$ cat src/rtl/mpt_fetch_arbiter.sv
// Multi-channel MPT walk fetch stage: round-robin arbitration, SPA format check, output FIFO, flush.
// Optional fault counter (fault_cnt_o / fault_cnt_clr_i) enabled by defining MPT_FETCH_FAULT_CNT_EN.
module mpt_fetch_arbiter #(
  parameter  int NUM_CH = 4,
  parameter  int DEPTH  = 4,
  parameter  int TAG_W  = 8,
  localparam int CH_W   = (NUM_CH > 1) ? $clog2(NUM_CH) : 1,
  localparam int AW     = $clog2(DEPTH)
) (
  input  logic                    clk_i,
  input  logic                    rst_i,
  input  logic [NUM_CH-1:0]       req_valid_i,
  output logic [NUM_CH-1:0]       req_ready_o,
  input  logic [NUM_CH*4-1:0]     req_mode_i,
  input  logic [NUM_CH*64-1:0]    req_spa_i,
  input  logic [NUM_CH*TAG_W-1:0] req_tag_i,
  output logic                    out_valid_o,
  input  logic                    out_ready_i,
  output logic [63:0]             out_spa_o,
  output logic [3:0]              out_mode_o,
  output logic [TAG_W-1:0]        out_tag_o,
  output logic [CH_W-1:0]         out_chan_o,
  output logic                    out_walk_o,
  output logic                    out_fault_o,
`ifdef MPT_FETCH_FAULT_CNT_EN
  output logic [15:0]             fault_cnt_o,
  input  logic                    fault_cnt_clr_i,
`endif
  input  logic                    flush_i,
  output logic                    flush_done_o,
  output logic [AW:0]             fifo_count_o
);

  logic [3:0]       mode_arr [NUM_CH];
  logic [63:0]      spa_arr  [NUM_CH];
  logic [TAG_W-1:0] tag_arr  [NUM_CH];

  always_comb begin
    for (int c = 0; c < NUM_CH; c++) begin
      mode_arr[c] = req_mode_i[c*4 +: 4];
      spa_arr[c]  = req_spa_i[c*64 +: 64];
      tag_arr[c]  = req_tag_i[c*TAG_W +: TAG_W];
    end
  end

  logic [CH_W-1:0] rr_ptr;
  logic [CH_W-1:0] grant;
  logic            found;
  logic [CH_W:0]   idx_w;

  // Scan from rr_ptr upward, wrapping modulo NUM_CH; first valid channel wins.
  always_comb begin
    grant = '0;
    found = 1'b0;
    idx_w = '0;
    for (int i = 0; i < NUM_CH; i++) begin
      idx_w = {1'b0, rr_ptr} + (CH_W+1)'(i);
      if (idx_w >= (CH_W+1)'(NUM_CH))
        idx_w = idx_w - (CH_W+1)'(NUM_CH);
      if (!found && req_valid_i[idx_w[CH_W-1:0]]) begin
        found = 1'b1;
        grant = idx_w[CH_W-1:0];
      end
    end
  end

  logic [3:0]       g_mode;
  logic [63:0]      g_spa;
  logic [TAG_W-1:0] g_tag;
  logic             g_fault;

  assign g_mode = mode_arr[grant];
  assign g_spa  = spa_arr[grant];
  assign g_tag  = tag_arr[grant];

  always_comb begin
    case (g_mode)
      4'd1:    g_fault = |g_spa[63:43];
      4'd2:    g_fault = |g_spa[63:52];
      4'd3:    g_fault = 1'b0;
      default: g_fault = 1'b1;
    endcase
  end

  logic [AW:0] wr_ptr, rd_ptr;
  logic        full, push, pop;

  assign fifo_count_o = wr_ptr - rd_ptr;
  assign out_valid_o  = (fifo_count_o != '0);
  assign full         = fifo_count_o[AW];
  assign push         = found && !full && !flush_i;
  assign pop          = out_valid_o && out_ready_i && !flush_i;

  always_comb begin
    req_ready_o = '0;
    if (push)
      req_ready_o[grant] = 1'b1;
  end

  logic [63:0]      spa_mem   [DEPTH];
  logic [3:0]       mode_mem  [DEPTH];
  logic [TAG_W-1:0] tag_mem   [DEPTH];
  logic [CH_W-1:0]  chan_mem  [DEPTH];
  logic             walk_mem  [DEPTH];
  logic             fault_mem [DEPTH];

  // Entries are cleared on reset so the head fields read zero until the first push.
  always_ff @(posedge clk_i) begin
    if (rst_i) begin
      wr_ptr       <= '0;
      rd_ptr       <= '0;
      rr_ptr       <= '0;
      flush_done_o <= 1'b0;
      for (int e = 0; e < DEPTH; e++) begin
        spa_mem[e]   <= '0;
        mode_mem[e]  <= '0;
        tag_mem[e]   <= '0;
        chan_mem[e]  <= '0;
        walk_mem[e]  <= 1'b0;
        fault_mem[e] <= 1'b0;
      end
    end else begin
      flush_done_o <= flush_i;
      if (flush_i) begin
        wr_ptr <= '0;
        rd_ptr <= '0;
        rr_ptr <= '0;
      end else begin
        if (push) begin
          spa_mem[wr_ptr[AW-1:0]]   <= g_spa;
          mode_mem[wr_ptr[AW-1:0]]  <= g_mode;
          tag_mem[wr_ptr[AW-1:0]]   <= g_tag;
          chan_mem[wr_ptr[AW-1:0]]  <= grant;
          walk_mem[wr_ptr[AW-1:0]]  <= !g_fault;
          fault_mem[wr_ptr[AW-1:0]] <= g_fault;
          wr_ptr <= wr_ptr + 1'b1;
          rr_ptr <= (grant == CH_W'(NUM_CH-1)) ? '0 : grant + 1'b1;
        end
        if (pop)
          rd_ptr <= rd_ptr + 1'b1;
      end
    end
  end

  assign out_spa_o   = spa_mem[rd_ptr[AW-1:0]];
  assign out_mode_o  = mode_mem[rd_ptr[AW-1:0]];
  assign out_tag_o   = tag_mem[rd_ptr[AW-1:0]];
  assign out_chan_o  = chan_mem[rd_ptr[AW-1:0]];
  assign out_walk_o  = walk_mem[rd_ptr[AW-1:0]];
  assign out_fault_o = fault_mem[rd_ptr[AW-1:0]];

`ifdef MPT_FETCH_FAULT_CNT_EN
  // Clear beats a same-cycle increment; flush leaves the count alone.
  always_ff @(posedge clk_i) begin
    if (rst_i)
      fault_cnt_o <= '0;
    else if (fault_cnt_clr_i)
      fault_cnt_o <= '0;
    else if (push && g_fault && fault_cnt_o != 16'hFFFF)
      fault_cnt_o <= fault_cnt_o + 16'd1;
  end
`endif

endmodule

$ cat config.mk
export PLATFORM = sky130hd
export DESIGN_NAME = mpt_fetch_arbiter
export DESIGN_NICKNAME = d
export VERILOG_FILES = /design/src/rtl/mpt_fetch_arbiter.sv
export SDC_FILE = /design/constraint.sdc
export NUM_CORES = 1
export LEC_CHECK = 0
export ABC_AREA = 1
export CAP_MARGIN = 20
export CORE_MARGIN = 8
export CORE_UTILIZATION = 40
export DETAILED_ROUTE_END_ITERATION = 10
export DONT_BUFFER_PORTS = 1
export HOLD_SLACK_MARGIN = 0.15
export PLACE_DENSITY = 0.54
export SLEW_MARGIN = 0
export SYNTH_ARGS = -nofsm -noshare
export SYNTH_HDL_FRONTEND = slang
export SYNTH_SLANG_ARGS = --single-unit
$ cat constraint.sdc
create_clock -name clk_i -period 16.72 [get_ports clk_i]
set_input_delay 1.672 -clock clk_i [delete_from_list [all_inputs] [get_ports clk_i]]
set_output_delay 1.672 -clock clk_i [all_outputs]
set_load 0.02 [all_outputs]
== Word level (Yosys, flattened, before mapping) ==
Memories as Yosys holds them, arrays and structs flattened. A register that Yosys moved wholly into a read port is not among the register bits.
Index checks and enable logic that the tools add are counted.

* Bits in registers: 9
* Input port bits: 312
* Output and inout bits: 89
* Logic and storage cells: 131
* Bits in writable memories: 320
* Memories: 6

{| class="wikitable"
|+ Memories
! memory !! depth !! bits a word !! read ports !! clocked after memory_dff !! wr ports !! RTL line !! RTL
|-
| spa_mem || 4 || 64 || 1 || 1 || 4 || 100 || <nowiki>logic [63:0] spa_mem [DEPTH];</nowiki>
|-
| tag_mem || 4 || 8 || 1 || 1 || 4 || 102 || <nowiki>logic [TAG_W-1:0] tag_mem [DEPTH];</nowiki>
|-
| mode_mem || 4 || 4 || 1 || 1 || 4 || 101 || <nowiki>logic [3:0] mode_mem [DEPTH];</nowiki>
|-
| chan_mem || 4 || 2 || 1 || 1 || 4 || 103 || <nowiki>logic [CH_W-1:0] chan_mem [DEPTH];</nowiki>
|-
| fault_mem || 4 || 1 || 1 || 1 || 4 || 105 || <nowiki>logic fault_mem [DEPTH];</nowiki>
|-
| walk_mem || 4 || 1 || 1 || 1 || 4 || 104 || <nowiki>logic walk_mem [DEPTH];</nowiki>
|}

* Bitwise gates (word level): 1
* Equal/unequal tests: 4
* Order comparisons: 11
* Add/subtract/negate cells: 11
* Reduce and logical (&&, ||, !) cells: 24
* Mux-type cells: 70

{| class="wikitable"
|+ Operators with widths
! kind !! number
|-
| $mux W64 || 3
|-
| $bmux W64 S2 || 1
|-
| $reduce_or A64 Y1 || 1
|-
| $mux W2 || 28
|-
| $mux W8 || 3
|-
| $mux W1 || 23
|-
| $reduce_or A21 Y1 || 1
|-
| $bmux W8 S2 || 1
|-
| $mux W4 || 4
|-
| $lt A2 B3 Y1 const B || 5
|-
| $ge A3 B3 Y1 const B || 4
|-
| $reduce_or A12 Y1 || 1
|-
| $bmux W1 S2 || 4
|-
| $bmux W4 S2 || 1
|-
| $eq A4 B2 Y1 const B || 2
|-
| $logic_and A1 B1 Y1 || 8
|-
| $reduce_or A8 Y1 || 1
|-
| $sub A2 B1 Y2 const B || 4
|-
| $add A2 B2 Y3 const B || 2
|-
| $add A3 B1 Y3 const B || 2
|-
| $logic_not A1 Y1 || 6
|-
| $eq A4 B1 Y1 const B || 1
|-
| $reduce_or A2 Y1 || 2
|-
| $reduce_or A4 Y1 || 1
|-
| 11 further kinds || 12
|}

== Longest topological paths before layout ==
* Depth in word-level cells: 22
* Gate-level depth with buffers: 24
* Depth with buffers taken out: 22

== Worst setup path before layout ==
OpenSTA, ideal clock, no wires.

* Path kind: input-to-reg
* Start point: in req_valid_i[3]
* End point: mem chan_mem[3][0] (netlist bit), enable pin
* Stages: 9
* Data arrival time: 8.343 ns
* Required time: 16.083 ns
* Path buffers: 1
* Setup slack: 7.740 ns
* Library setup time: 0.637 ns
* Cell sequence: inv_1 nand2_1 nand3_1 nand2_1 nor2_4 nand3_4 nand2_1 clkbuf_1 o31ai_1

{| class="wikitable"
|+ RTL lines
! element !! RTL line !! RTL
|-
| from (decl) || 12 || <nowiki>input logic [NUM_CH-1:0] req_valid_i,</nowiki>
|-
| to (decl) || 103 ||
|}

== Worst setup path after layout ==
* Start point: in req_valid_i[3]
* End point: out req_ready_o[1]

* Cells in the longest elaborated chain, start to end: 17
* Elaborated cells between the ends (all ways): 30
* Classes of those cells: 2 x order compare; 19 x mux; 9 x reduce/logical

{| class="wikitable"
|+ RTL lines
! element !! RTL line !! RTL
|-
| $bmux W1 S2 || 60 || <nowiki>if (!found && req_valid_i[idx_w[CH_W-1:0]]) begin</nowiki>
|-
| $mux W1 (not written as such) || 60 ||
|-
| $mux W1 || 60 ||
|-
| $logic_not A1 Y1 || 60 ||
|-
| $logic_and A1 B1 Y1 || 60 ||
|-
| $mux W1 || 60 ||
|-
| $logic_not A1 Y1 || 60 ||
|-
| $logic_and A1 B1 Y1 || 60 ||
|-
| $mux W1 || 60 ||
|-
| $logic_not A1 Y1 || 60 ||
|-
| $logic_and A1 B1 Y1 || 60 ||
|-
| $mux W2 || 60 ||
|-
| $lt A2 B3 Y1 (not written as such) or $ge A2 B1 Y1 (tied branches) || 97 || <nowiki>req_ready_o[grant] = 1'b1;</nowiki>
|-
| $logic_and A1 B1 Y1 (not written as such) || 97 ||
|-
| $mux W1 (not written as such) || 97 ||
|-
| $demux W1 S2 || 97 ||
|-
| $mux W4 * || 96 || <nowiki>if (push)</nowiki>
|-
| to (decl) || 13 || <nowiki>output logic [NUM_CH-1:0] req_ready_o,</nowiki>
|}

Mark *: on every way between the ends. The rest lies on a longest branch, timed or not. The select of a mux whose other input is x is not followed.

==> insert_results.sql <==
INSERT INTO impl_metrics (metric_group, metric, value, unit) VALUES
('status', 'run_status', 'finished, final reports clean', ''),
('placed_design', 'dp_wirelength', '34500', 'um'),
('logic_synthesis', 'syn_inst', '1929', ''),
('worst_hold_path', 'timing.hold.worst_endpoint', 'rd_ptr[2]', ''),
('worst_setup_path', 'critical_path.reg2reg.startpoint', 'wr_ptr[1]', ''),
('power', 'total_leakage_power', '7.46', 'nW'),
('logic_synthesis', 'synth_top_cell_by_area', 'sky130_fd_sc_hd__edfxtp_1', ''),
('routing', 'drcViolationCount', '0', ''),
('worst_setup_path', 'timing.critical_path.arrival', '4.64', 'ns'),
('power', 'switching_share', '0.327', ''),
('global_route', 'track_usage', '0.205', ''),
('logic_synthesis', 'mappedNetlistNets', '2249', ''),
('die', 'placement_rows', '75', ''),
('clock_tree', 'clock_tree.buffer_depth', '3', ''),
('worst_setup_path', 'worst_ep_required_time', '15.05', 'ns'),
('clock_tree', 'reg_clk_slew_reported_paths', '0.06', 'ns'),
('cells_and_area', 'finalNetCount', '2160', ''),
('clock_tree', 'cts_buffer_count', '36', ''),
('cells_and_area', 'area.sequential', '9840', 'um^2'),
('sta', 'setup-violations-final', '0', ''),
('global_route', 'grt_max_degree', '107', ''),
('routing', 'detail_route.wl_per_cell', '22.2', 'um'),
('cells_and_area', 'fin_cells', '2399', ''),
('die', 'io_pins', '401', ''),
('clock_tree', 'worst_skew_pair.late_latency', '0.52', 'ns'),
('sta', 'rsz0062_at_grt', 'no', ''),
('logic_synthesis', 'netlist_area', '17000', 'um^2'),
('worst_setup_path', 'cp-start-kind', 'primary input', ''),
('cells_and_area', 'final_cell_mix', 'sky130_fd_sc_hd__nor2_1, sky130_fd_sc_hd__nand2_1, sky130_fd_sc_hd__edfxtp_1', ''),
('worst_setup_path', 'worst_r2r_path_depth', '12', ''),
('clock_tree', 'holdBufCountCts', '0', ''),
('worst_setup_path', 'path_max_fanout', '61', ''),
('logic_synthesis', 'synth_top_cell_area_share', '0.565', ''),
('placed_design', 'dpl.cell_count', '2341', ''),
('routing', 'vias_per_cell', '5.57', ''),
('cells_and_area', 'multiInputGateArea', '5970', 'um^2'),
('cells_and_area', 'drive_above_1_share', '0.0473', ''),
('global_route', 'grt_pass1_wl', '79900', 'um'),
('worst_setup_path', 'reg2reg_setup_slack', '11.09', 'ns'),
('power', 'peakVddDrop', '75.0', 'uV'),
('placed_design', 'port_buffers', '0', ''),
('clock_tree', 'clock_tree.htree_level_count', '2', ''),
('clock_tree', 'clock_tree.root_cell', 'sky130_fd_sc_hd__clkbuf_16', ''),
('worst_setup_path', 'worst_reg2reg_path_endpoint', 'spa_mem[0][5]', ''),
('die', 'design.die.area', '49400', 'um^2'),
('clock_tree', 'postCtsSetupBuffers', '0', ''),
('cells_and_area', 'antenna_diode_count', '0', ''),
('routing', 'initial_detailed_routing_violation_count', '1160', ''),
('sta', 'period_share', '0.378', ''),
('cells_and_area', 'syn_to_final_growth', '7.75', '%'),
('sta', 'tns', '0', 'ns'),
('logic_synthesis', 'synth_cell_type_count', '34', ''),
('power', 'power_density', '124', 'nW/um^2'),
('sta', 'worst_relative_slew_slack', '0.276', ''),
('sta', 'final.setup.worst_slack', '10.41', 'ns'),
('clock_tree', 'tritoncts', 'yes', ''),
('logic_synthesis', 'synth.avg_cell_area', '8.81', 'um^2'),
('logic_synthesis', 'synth_warnings', '0', ''),
('sta', 'hold_viol', '0', ''),
('global_route', 'grt.overflow.total', '0', ''),
('die', 'coreArea', '41900', 'um^2'),
('routing', 'firstDrtPassIters', '9', ''),
('sta', 'fin_crit', '6.31', 'ns'),
('run', 'cap_viol_max_count', '0', ''),
('clock_tree', 'postCtsResizedCells', '0', ''),
('power', 'internal-power', '1.53', 'mW'),
('power', 'p_sw', '743', 'uW'),
('placed_design', 'place_worst_setup_slack', '10.41', 'ns'),
('routing', 'dr_total_vias', '13361', ''),
('placed_design', 'gp_routability_congestion', '0.838', ''),
('die', 'initial_utilization', '0.405', '');
-- cell families after synthesis --
family,Yosys count,share of synthesized area
AO/OA/AOI/OAI,357,0.122
adder cells (fa/ha/maj),8,0.00633
buffers and inverters,312,0.0756
AND/OR/NAND/NOR,919,0.217
flip-flops,331,0.578
XOR/XNOR,2,0.00103
-- Yosys cell counts, drive strengths merged --
| cell | count |
|---|---|
| a21oi | 56 |
| a31o | 1 |
| a32oi | 50 |
| and3 | 1 |
| buf | 58 |
| clkbuf | 85 |
| clkinv | 4 |
| dfxtp | 11 |
| edfxtp | 320 |
| fa | 1 |
| ha | 7 |
| inv | 165 |
| nand2 | 361 |
| nand3 | 68 |
| nand4 | 42 |
| nor2 | 445 |
| nor3 | 1 |
| o21ai | 169 |
| o22ai | 80 |
| o31ai | 1 |
| or2 | 1 |
| xnor2 | 1 |
| xor2 | 1 |
-- sequential cells by signal, summed over array words and instances, names as in the netlist, named ones only --
register	count
spa_mem	256
mode_mem	16
flush_done_o	1
rr_ptr	2
chan_mem	8
rd_ptr	3
walk_mem	4
fault_mem	4
tag_mem	32
wr_ptr	3
-- worst max-delay path, stage by stage --
cell	delay, ns
sky130_fd_sc_hd__inv_1	0.05
sky130_fd_sc_hd__nand2_1	0.06
sky130_fd_sc_hd__nand3_1	0.13
sky130_fd_sc_hd__nand2_1	0.12
sky130_fd_sc_hd__inv_1	0.11
sky130_fd_sc_hd__nand2_1	0.07
sky130_fd_sc_hd__nand2_2	0.55
sky130_fd_sc_hd__nand3_4	0.15
sky130_fd_sc_hd__inv_4	0.40
sky130_fd_sc_hd__buf_4	0.62
sky130_fd_sc_hd__ha_1	0.25
sky130_fd_sc_hd__inv_1	0.04
sky130_fd_sc_hd__nor2_1	0.31
-- worst max path at each step --
stage                   start        endpoint  cells past startpoint
5_1_grt        req_valid_i[1]  req_ready_o[1]                     13
2_1_floorplan  req_valid_i[3]  chan_mem[3][0]                      9
6_report       req_valid_i[3]  req_ready_o[1]                     13
4_1_cts        req_valid_i[3]  req_ready_o[1]                     13
3_5_place_dp   req_valid_i[3]  spa_mem[0][16]                     13
3_3_place_gp   req_valid_i[3]  spa_mem[1][18]                     13
-- layer usage --
layer | wire [um] | vias up | GRT usage
li1 | - | 6370 | -
met1 | 23100 | 6395 | 0.275
met2 | 25200 | 537 | 0.338
met3 | 4020 | 59 | 0.0444
met4 | 961 | 0 | 0.0449
met5 | 0 | - | 0
-- layout make-up --
type                    instances  area share
flip-flops and latches        331       0.537
multi-input cells            1286       0.326
clock buffers                  43      0.0518
well taps                     539      0.0368
inverters                     169      0.0351
clock inverters                15     0.00683
repair buffers                 16     0.00656
-- power groups by stage --
stage | Sequential (mW) | Combinational, mW | Clock, mW
2_1_floorplan | 1.01 | 0.397 | 0
3_3_place_gp | 1.01 | 0.530 | 0
3_5_place_dp | 1.02 | 0.537 | 0
4_1_cts | 0.998 | 0.538 | 0.760
5_1_grt | 1.00 | 0.588 | 0.793
6_report | 0.997 | 0.530 | 0.748
-- metrics by stage --
stage	total power, mW	instance area (um^2)	hold WS [ns]
CTS	2.30	18300	0.499
floorplan	1.41	17000	0.459
finish	2.28	18300	0.498
global placement	1.54	17200	0.474
detailed placement	1.55	17200	0.489
global route	2.38	18300	0.532
Note: power is estimated with default switching activity, not from simulation.
